File: src/rtl/mult_hilo_ctrl_pkg.sv
// Shared definitions for the HI/LO multiply controller: FSM encoding and default sizing.
package mult_pkg;
  typedef enum logic [1:0] {
    ST_IDLE  = 2'd0,
    ST_BUSY  = 2'd1,
    ST_WRITE = 2'd2
  } st_e;

  localparam int WIDTH_DEF  = 32;
  localparam int SETTLE_DEF = 4;
endpackage

File: src/rtl/mult_hilo_ctrl_if.sv
// Execute-stage / multiplier / HI-LO bus of the multiply controller.
interface mult_hilo_ctrl_if #(parameter int WIDTH = 32);
  logic               start;
  logic               start_rdy;
  logic               op_uns;
  logic [WIDTH-1:0]   a_in;
  logic [WIDTH-1:0]   b_in;
  logic [WIDTH-1:0]   mul_a;
  logic [WIDTH-1:0]   mul_b;
  logic [2*WIDTH-1:0] mul_p;
  logic               mthi;
  logic               mtlo;
  logic [WIDTH-1:0]   wdata;
  logic [WIDTH-1:0]   hi;
  logic [WIDTH-1:0]   lo;
  logic               busy;
  logic               done;

  modport master (
    output start, op_uns, a_in, b_in, mul_p, mthi, mtlo, wdata,
    input  start_rdy, mul_a, mul_b, hi, lo, busy, done
  );

  modport slave (
    input  start, op_uns, a_in, b_in, mul_p, mthi, mtlo, wdata,
    output start_rdy, mul_a, mul_b, hi, lo, busy, done
  );
endinterface

File: src/rtl/mult_uns_fix.sv
// Turns the signed array product into the unsigned product (multu).
// Only built when MULT_UNSIGNED_EN is defined.
`ifdef MULT_UNSIGNED_EN
module mult_uns_fix #(
  parameter int WIDTH = 32
) (
  input  logic [WIDTH-1:0]   a_i,
  input  logic [WIDTH-1:0]   b_i,
  input  logic [2*WIDTH-1:0] p_i,
  output logic [2*WIDTH-1:0] res_o
);
  logic [2*WIDTH-1:0] corr_a, corr_b;

  // A set MSB means the signed view lost 2^W * other operand; add it back mod 2^(2W).
  always_comb begin
    corr_a = a_i[WIDTH-1] ? {b_i, {WIDTH{1'b0}}} : '0;
    corr_b = b_i[WIDTH-1] ? {a_i, {WIDTH{1'b0}}} : '0;
    res_o  = p_i + corr_a + corr_b;
  end
endmodule
`endif

File: src/rtl/mult_hilo_ctrl.sv
// Multicycle front/back end for the external 32x32 array multiplier with MIPS HI/LO.
// Define MULT_UNSIGNED_EN to support multu via the unsigned correction adder.
module mult_hilo_ctrl
  import mult_pkg::*;
#(
  parameter int WIDTH         = WIDTH_DEF,
  parameter int SETTLE_CYCLES = SETTLE_DEF
) (
  input  logic       clk,
  input  logic       rst_n,
  mult_hilo_ctrl_if.slave bus
);
  localparam int CW = (SETTLE_CYCLES > 1) ? $clog2(SETTLE_CYCLES) : 1;
  localparam logic [CW-1:0] LAST = CW'(SETTLE_CYCLES - 1);

  st_e              state_q, state_d;
  logic [CW-1:0]    count_q, count_d;
  logic [WIDTH-1:0] mul_a_q, mul_a_d;
  logic [WIDTH-1:0] mul_b_q, mul_b_d;
  logic [WIDTH-1:0] hi_q, hi_d;
  logic [WIDTH-1:0] lo_q, lo_d;
  logic [2*WIDTH-1:0] result;
  logic busy, done, start_rdy;

`ifdef MULT_UNSIGNED_EN
  logic               uns_q, uns_d;
  logic [2*WIDTH-1:0] fix_p;

  mult_uns_fix #(.WIDTH(WIDTH)) u_fix (
    .a_i  (mul_a_q),
    .b_i  (mul_b_q),
    .p_i  (bus.mul_p),
    .res_o(fix_p)
  );
  assign result = uns_q ? fix_p : bus.mul_p;
`else
  assign result = bus.mul_p;
`endif

  always_comb begin
    state_d   = state_q;
    count_d   = count_q;
    mul_a_d   = mul_a_q;
    mul_b_d   = mul_b_q;
    hi_d      = hi_q;
    lo_d      = lo_q;
`ifdef MULT_UNSIGNED_EN
    uns_d     = uns_q;
`endif
    busy      = 1'b0;
    done      = 1'b0;
    start_rdy = 1'b0;
    case (state_q)
      ST_IDLE: begin
        start_rdy = 1'b1;
        // Moves to HI/LO land first; an accepted multiply overwrites them later.
        if (bus.mthi) hi_d = bus.wdata;
        if (bus.mtlo) lo_d = bus.wdata;
        if (bus.start) begin
          mul_a_d = bus.a_in;
          mul_b_d = bus.b_in;
`ifdef MULT_UNSIGNED_EN
          uns_d   = bus.op_uns;
`endif
          count_d = '0;
          state_d = ST_BUSY;
        end
      end
      ST_BUSY: begin
        busy    = 1'b1;
        count_d = count_q + CW'(1);
        if (count_q == LAST) state_d = ST_WRITE;
      end
      ST_WRITE: begin
        busy         = 1'b1;
        done         = 1'b1;
        {hi_d, lo_d} = result;
        state_d      = ST_IDLE;
      end
      default: state_d = ST_IDLE;
    endcase
  end

  always_ff @(posedge clk or negedge rst_n) begin
    if (!rst_n) begin
      state_q <= ST_IDLE;
      count_q <= '0;
      mul_a_q <= '0;
      mul_b_q <= '0;
      hi_q    <= '0;
      lo_q    <= '0;
`ifdef MULT_UNSIGNED_EN
      uns_q   <= 1'b0;
`endif
    end else begin
      state_q <= state_d;
      count_q <= count_d;
      mul_a_q <= mul_a_d;
      mul_b_q <= mul_b_d;
      hi_q    <= hi_d;
      lo_q    <= lo_d;
`ifdef MULT_UNSIGNED_EN
      uns_q   <= uns_d;
`endif
    end
  end

  assign bus.mul_a     = mul_a_q;
  assign bus.mul_b     = mul_b_q;
  assign bus.hi        = hi_q;
  assign bus.lo        = lo_q;
  assign bus.busy      = busy;
  assign bus.done      = done;
  assign bus.start_rdy = start_rdy;
endmodule

File: src/flat_wrapper.sv
// flat-port wrapper written by rule: the top's interface ports become plain ports
module mult_hilo_ctrl_flat import mult_pkg::*;
#(
  parameter int WIDTH         = WIDTH_DEF,
  parameter int SETTLE_CYCLES = SETTLE_DEF
)
  (clk, rst_n, bus_start, bus_op_uns, bus_a_in, bus_b_in, bus_mul_p, bus_mthi, bus_mtlo, bus_wdata, bus_start_rdy, bus_mul_a, bus_mul_b, bus_hi, bus_lo, bus_busy, bus_done);
  mult_hilo_ctrl_if #(.WIDTH(WIDTH)) bus_i ();
  input  logic clk;
  input  logic rst_n;
  input wire logic [$bits(bus_i.start)-1:0] bus_start;
  input wire logic [$bits(bus_i.op_uns)-1:0] bus_op_uns;
  input wire logic [$bits(bus_i.a_in)-1:0] bus_a_in;
  input wire logic [$bits(bus_i.b_in)-1:0] bus_b_in;
  input wire logic [$bits(bus_i.mul_p)-1:0] bus_mul_p;
  input wire logic [$bits(bus_i.mthi)-1:0] bus_mthi;
  input wire logic [$bits(bus_i.mtlo)-1:0] bus_mtlo;
  input wire logic [$bits(bus_i.wdata)-1:0] bus_wdata;
  output wire logic [$bits(bus_i.start_rdy)-1:0] bus_start_rdy;
  output wire logic [$bits(bus_i.mul_a)-1:0] bus_mul_a;
  output wire logic [$bits(bus_i.mul_b)-1:0] bus_mul_b;
  output wire logic [$bits(bus_i.hi)-1:0] bus_hi;
  output wire logic [$bits(bus_i.lo)-1:0] bus_lo;
  output wire logic [$bits(bus_i.busy)-1:0] bus_busy;
  output wire logic [$bits(bus_i.done)-1:0] bus_done;
  assign bus_i.start = bus_start;
  assign bus_i.op_uns = bus_op_uns;
  assign bus_i.a_in = bus_a_in;
  assign bus_i.b_in = bus_b_in;
  assign bus_i.mul_p = bus_mul_p;
  assign bus_i.mthi = bus_mthi;
  assign bus_i.mtlo = bus_mtlo;
  assign bus_i.wdata = bus_wdata;
  assign bus_start_rdy = bus_i.start_rdy;
  assign bus_mul_a = bus_i.mul_a;
  assign bus_mul_b = bus_i.mul_b;
  assign bus_hi = bus_i.hi;
  assign bus_lo = bus_i.lo;
  assign bus_busy = bus_i.busy;
  assign bus_done = bus_i.done;
  mult_hilo_ctrl #(.WIDTH(WIDTH), .SETTLE_CYCLES(SETTLE_CYCLES)) u_core (.clk(clk), .rst_n(rst_n), .bus(bus_i));
endmodule
File: config.mk
export PLATFORM = sky130hd
export DESIGN_NAME = mult_hilo_ctrl_flat
export DESIGN_NICKNAME = d
export VERILOG_FILES = /design/src/rtl/mult_hilo_ctrl_pkg.sv /design/src/rtl/mult_hilo_ctrl_if.sv /design/src/rtl/mult_uns_fix.sv /design/src/rtl/mult_hilo_ctrl.sv /design/src/flat_wrapper.sv
export SDC_FILE = /design/constraint.sdc
export NUM_CORES = 1
export LEC_CHECK = 0
export BUFFER_PORTS_ARGS = -buffer_cell sky130_fd_sc_hd__buf_2
export CAP_MARGIN = 20
export CORE_AREA = 2 2 114 116
export DETAILED_ROUTE_END_ITERATION = 6
export DIE_AREA = 0 0 116 118
export GPL_TIMING_DRIVEN = 0
export PLACE_DENSITY = 0.82
export SLEW_MARGIN = 20
export SYNTH_ARGS = -nofsm -noshare
export SYNTH_HDL_FRONTEND = slang
export SYNTH_SLANG_ARGS = --single-unit
File: constraint.sdc
create_clock -name clk -period 2.7 [get_ports clk]
set_clock_uncertainty 0.1 [all_clocks]
set_input_delay 0.27 -clock clk [delete_from_list [all_inputs] [get_ports clk]]
set_output_delay 0.27 -clock clk [all_outputs]
set_load 0.05 [all_outputs]
==> results_dict.tcl, run 1 <==
set metrics [dict create \
    grt_usage_pct 25.8 \
    grt_pass1_wl_microns 27000 \
    critical-path-top-delay-family "multiplexers" \
    synth_xor_area_share_pct 0 \
    clk_path_buf_depth 2 \
    critPathKind "flop to flop" \
    tightestPinTransition_ns 0.601 \
    p_per_area_mw_per_mm2 1540 \
    firstDrtPassIters 4 \
    gr-usage-met3_pct 7.31 \
    synth.distinct_cells 17 \
    cp.buffers_inverters 3 \
    yosys.area_share.simple_pct 4.81 \
    hpwl_microns 11800 \
    core_area_sq_mm 0.0124 \
    setup-violations-final 0 \
    synth_adder_area_share_pct 1.11 \
    netlist.area_leader.share_pct 58.5 \
    hold_buffers 61 \
    final-max-slew-violation-count 0 \
    layout_commonest_cell "buf_2" \
    htreeDepth 4 \
    wire_per_inst_microns 17.3 \
    finalHoldViolCount 0 \
    synthTopCellsByArea "dfrtp_1 58%, mux2_2 12%, mux2i_1 12%, o21ai_0 5.6%, nand2_1 4.4%" \
    worstSkewPairLatency_ns 0.41 \
    synth_cells 438 \
    dieArea_sq_mm 0.0137 \
    dpl_cell_area_sq_mm 0.00738 \
    busiest_layer "met2" \
    drt_iter0_drc 222 \
    area_delta_synth_final_pct 52.2 \
    grt_max_degree 70 \
    cts_post_setup_buffers_inserted 0 \
    cts.clk_slew.worst_paths_ns 0.05 \
    fillCellCount 925 \
    grt-ovfl-total 0 \
    use_met1_pct 28.1 \
    wl_microns 17200 \
    cts_tree "yes" \
    tns_ns 0 \
    path_cells "inv_1 > ha_1 > buf_6 > mux2i_4 > buf_6 > nand2_1 > o21ai_0" \
    io_pins 297 \
    ys_seq_elements 132 \
    vias_per_cell 4.93 \
    required_ns 2.91 \
    die_h_microns 118 \
    rsz0062_at_grt "false" \
    rows 41 \
    fin_nets 985 \
    crit_path_end_kind "flop" \
    port-buffer-count 295 \
    crit_slowest_cell "mux2i_4" \
    clkSinkCount 132 \
    p_leak_uw 0.00422 \
    cts_buffers 17 \
    drv_cap 0 \
    hp-class "primary input to flop" \
    syn_nets 609 \
    layout_common_cells "307 x buf_2, 132 x dfrtp_1, 66 x nand2_1" \
    synth.area.mux_share_pct 25.1 \
    synth_top_area_cell "dfrtp_1" \
    synth_top_family_by_area "multiplexers" \
    drive_gt1_share_pct 50.4 \
    critPathLaunchType "flop" \
    syn_area_sq_mm 0.00565 \
    diodes 0 \
    vias 4917 \
    fp.dieW_microns 116 \
    instances_no_fill 998 \
    cts_resized 0 \
    design_area_sq_mm 0.00860 \
    syn_avg_cell_area_sq_um 12.9 \
    place_congestion 0.829 \
    yosysSeqAreaShare_pct 58.5 \
    min_period_ns 1.93 \
    critPathMaxFanout 10 \
    route.detailed.drc 0 \
    root_buffer "clkbuf_16" \
    cpPeakStageDelay_ns 0.51 \
    status "finished, final reports clean" \
    route.antenna.remaining_nets 0 \
    relSlewSlack_pct 60.0 \
    ir_drop_uv 1010 \
    synth_compound_area_share_pct 6.42 \
    grt_pass1_vias 5457 \
    start_util_pct 45.5 \
    ys_warn_count 0 \
    grtUsageMet2_pct 45.8 \
    crit_top_cell "buf_6" \
    place_inst 906 \
    max_freq_ghz 0.519 \
    arrival_ns 2.14 \
    antenna_found_initial 0 \
    final.period_utilization_pct 71.4 \
]
metrics by stage:
step	hold WS (ns)	setup slack [ns]	util, %	total power, uW
floorplan	-0.126	0.658	-	8930
global placement	0.358	-0.323	59.1	10500
detailed placement	0.196	0.761	59.4	10700
CTS	0.00204	0.751	69.3	13200
global route	0.00252	0.631	69.3	13900
finish	0.0191	0.772	69.3	13200
Yosys cell counts (all sizes together):
master    n
a21oi     4
ha        5
mux2i    67
buf      27
dfrtp   132
o21ai    65
inv       4
nand2b    2
mux2     64
nand2    67
a32o      1
flip-flops by register name (all words and copies together) (netlist names):
name and flops:
u_core.bus.hi 32, u_core.state_q 2, u_core.bus.lo 32, u_core.bus.mul_b 32, u_core.count_q 2, u_core.bus.mul_a 32
cell families (layout without fill, tap and decap cells):
logic type	Yosys count	count (layout)
compound gates	70	70
fa+ha+maj	5	5
buf+inv	31	419
flops	132	132
mux	131	131
simple gates	69	69
cell type report:
type                       count  area, sq um  area share (%)
buffer                        27          219            2.55
tap                          172          215            2.50
clock buffer                  21          460            5.35
timing repair buffer         357         2120            24.7
multi-input combinational    275         2110            24.6
sequential                   132         3300            38.4
inverter                       4         15.0           0.175
clock inverter                10          155            1.80
routing by layer:
metal | wire [microns] | share of wire, % | vias to the layer above
met5 | 0 | 0 | -
met1 | 6450 | 37 | 2362
met3 | 1290 | 7.5 | 45
met4 | 579 | 3.4 | 0
li1 | - | - | 2281
met2 | 8920 | 52 | 229
worst paths after layout:
kind / to / start / slack [ns] / cells after the start
min in group asynchronous: u_core.bus.hi[2]$_DFFE_PN0P_ / rst_n / 0.29 / 2
max in group asynchronous: u_core.bus.mul_a[1]$_DFFE_PN0P_ / rst_n / 1.48 / 3
setup / recovery: u_core.bus.lo[12]$_DFFE_PN0P_ / u_core.state_q[0]$_DFFE_PN0P_ / 0.77 / 7
hold / removal: u_core.bus.mul_b[2]$_DFFE_PN0P_ / bus_b_in[2] / 0.02 / 2
setup reg to reg: u_core.bus.lo[12]$_DFFE_PN0P_ / u_core.state_q[0]$_DFFE_PN0P_ / 0.77 / 7
hold reg to reg: u_core.bus.lo[18]$_DFFE_PN0P_ / u_core.bus.lo[18]$_DFFE_PN0P_ / 0.38 / 2
power by group:
| part | switching, uW | internal [uW] |
|---|---|---|
| clock network | 825 | 1580 |
| registers | 547 | 2980 |
| logic | 5310 | 2000 |
| total | 6680 | 6570 |
Note: power is estimated with default switching activity, not from simulation.
==> run 2: changes to the inputs <==
ABC_AREA = 1   (was unset)
CORE_AREA = unset   (was 2 2 114 116)
CORE_MARGIN = 1.5   (was unset)
CORE_UTILIZATION = 42   (was unset)
DIE_AREA = unset   (was 0 0 116 118)
PLACE_DENSITY = 0.78   (was 0.82)
clock period = 1.75 ns   (was 2.7 ns; I/O delays follow)
==> run 2 against run 1 <==
Compared with the run above: combinational power grew 55%; die area increased by 12%; largest cell class is now non-clock buffers; critical path type is now flop to primary output; via count rose by 55%.
==> results_dict.tcl, run 2 <==
set metrics [dict create \
    critPathKind "flop to primary output" \
    wire_per_inst_microns 17.5 \
    htreeDepth 4 \
    p_per_area_mw_per_mm2 2000 \
    whs_endpoint "u_core.bus.hi[29]$_DFFE_PN0P_" \
    place_ws_ns -0.131 \
    setup-violations-final 0 \
    start_util_pct 43.5 \
    status "finished, final reports clean" \
    route.detailed.drc 0 \
    wl_microns 25800 \
    max_freq_ghz 0.595 \
    grt-ovfl-total 0 \
    synth_top_area_cell "dfrtp_1" \
    relSlewSlack_pct 66.5 \
    drt_iter0_drc 573 \
    r2r_slack_ns 0.08 \
    antenna_found_initial 2 \
    cts_tree "yes" \
    netlist.area_leader.share_pct 54.1 \
    synthArstFlopShare_pct 100 \
    crit_slowest_cell "dfrtp_1" \
    grt_max_degree 72 \
    tightestPinTransition_ns 0.503 \
    grt_pass1_vias 7689 \
    synth-edff-count 0 \
    reg2reg_depth 8 \
    final-max-slew-violation-count 0 \
    io_pins 297 \
    vias_per_cell 5.19 \
    grt_pass1_wl_microns 38600 \
    fp.dieW_microns 124 \
    wl_met3_microns 2330 \
    port-buffer-count 295 \
    critPathLaunchType "flop" \
    layout_common_cells "457 x nand2_1, 313 x buf_2, 160 x dlygate4sd3_1" \
    detailroute.wirelength.met2_microns 12500 \
    syn_area_sq_mm 0.00611 \
    vias 7636 \
    arrival_ns 1.41 \
    critical-path-top-delay-family "flip-flops" \
    wl_met1_microns 9330 \
    synth_cells 797 \
    cpPeakStageDelay_ns 0.40 \
    rows 43 \
    hold_start "bus_mthi" \
    yosysSeqAreaShare_pct 54.1 \
    rsz0062_at_grt "true" \
    startpoint "u_core.state_q[0]$_DFFE_PN0P_" \
    grt_usage_pct 33.6 \
    area_delta_synth_final_pct 68.8 \
    hp-class "primary input to flop" \
    fin_nets 1448 \
    ys_warn_count 0 \
    worstSkewPairLatency_ns 0.42 \
    final.period_utilization_pct 96.1 \
    hold_depth 4 \
    core_area_sq_mm 0.0140 \
    hpwl_microns 14300 \
    required_ns 1.47 \
    path_cells "inv_2 > ha_2 > buf_2" \
    finalHoldViolCount 0 \
    crit_path_end_kind "primary output" \
    synthTopCellsByArea "dfrtp_1 54%, nand2_1 28%, nand3_1 11%, buf_2 3.1%, ha_1 1.0%" \
    reg2reg_from "u_core.state_q[0]$_DFFE_PN0P_" \
    postLayoutCoreUtil_pct 73.4 \
    synth_common_cells "461 x nand2_1, 133 x nand3_1, 132 x dfrtp_1" \
    clk_path_buf_depth 2 \
    finalPower_uw 20600 \
    critPathMaxFanout 3 \
    die_h_microns 124 \
    dieArea_sq_mm 0.0153 \
    root_buffer "clkbuf_16" \
    layout_commonest_cell "nand2_1" \
    clkSinkCount 132 \
    firstDrtPassIters 5 \
    syn_nets 968 \
    drive_gt1_share_pct 30.9 \
    cts.clk_slew.worst_paths_ns 0.06 \
    ys_seq_elements 132 \
    setup_ws_ns 0.0680 \
    syn_avg_cell_area_sq_um 7.66 \
    cts_buffers 17 \
    maxUsedRoutingLayer "met5" \
    ir_drop_uv 1490 \
    min_period_ns 1.68 \
    synth.distinct_cells 13 \
    place_congestion 0.880 \
    cp.buffers_inverters 2 \
    yosys.cell_count.top_type "nand2_1" \
    drv_cap 0 \
    p_leak_uw 0.00587 \
    fillCellCount 935 \
    reg2reg_to "u_core.bus.mul_b[22]$_DFFE_PN0P_" \
    route.antenna.remaining_nets 0 \
    ys.flop_type "dfrtp_1" \
]
run 2: routing by layer:
layer  vias to the layer above  global-route usage, %
li1                       3459                      -
met5                         -                      0
met4                         2                   23.7
met2                       542                   56.4
met3                       155                   10.0
met1                      3478                   36.4
run 2: worst min-delay path: stages:
cell	delay, ns
buf_2	0.10
nand2_4	0.10
nand3_1	0.10
nand2_1	0.05
run 2: metrics by stage:
| step | area [sq um] | setup TNS (ns) | std cells | hold slack, ns |
|---|---|---|---|---|
| after floorplan | 6110 | 0 | 797 | -0.221 |
| after global placement | 7810 | -185.26 | 1272 | 0.306 |
| after detailed placement | 7850 | -3.82 | 1273 | 0.0411 |
| after CTS | 10100 | 0 | 1465 | 0.00368 |
| after global routing | 10300 | -0.0801 | 1471 | 0.0714 |
| final | 10300 | 0 | 1472 | 0.0501 |
run 2: worst max path at each step:
stage,to,cells after the start
6_report,bus_start_rdy,3
5_1_grt,u_core.bus.lo[3]$_DFFE_PN0P_,9
4_1_cts,u_core.bus.hi[18]$_DFFE_PN0P_,8
3_5_place_dp,u_core.bus.hi[2]$_DFFE_PN0P_,8
3_3_place_gp,u_core.bus.mul_a[19]$_DFFE_PN0P_,1
2_1_floorplan,u_core.bus.hi[0]$_DFFE_PN0P_,8
run 2: kinds of logic after synthesis:
| group | after synthesis | synth area share, % |
|---|---|---|
| AND/OR/NAND/NOR | 598 | 39.7 |
| buffers and inverters | 62 | 5.20 |
| flip-flops | 132 | 54.1 |
| adder cells (fa/ha/maj) | 5 | 1.02 |
run 2: cell type report:
cell class	count	area (sq um)	share of cell area (%)
Clock buffer	19	453	4.39
Clock inverter	13	194	1.88
Buffer	54	375	3.64
Antenna cell	2	5.00	0.0486
Sequential cell	132	3300	32.1
Multi-Input combinational cell	603	2530	24.6
Inverter	7	30.0	0.291
Tap cell	180	225	2.18
Timing Repair Buffer	462	3190	30.9
run 2: repair_timing:
item | CTS | global route
setup endpoints to repair | 61 | 110
hold endpoints to repair | 189 | 0
buffers inserted | 0 | 2
hold buffers | 160 | 0
resized for setup | 10 | 53
cloned | 0 | 4
run 2: report_power, final:
group,internal [uW],leakage (uW),switching (uW)
logic,2710,0.00393,8550
registers,4530,0.00163,930
clock network,2480,0.000315,1440
total,9720,0.00587,10900
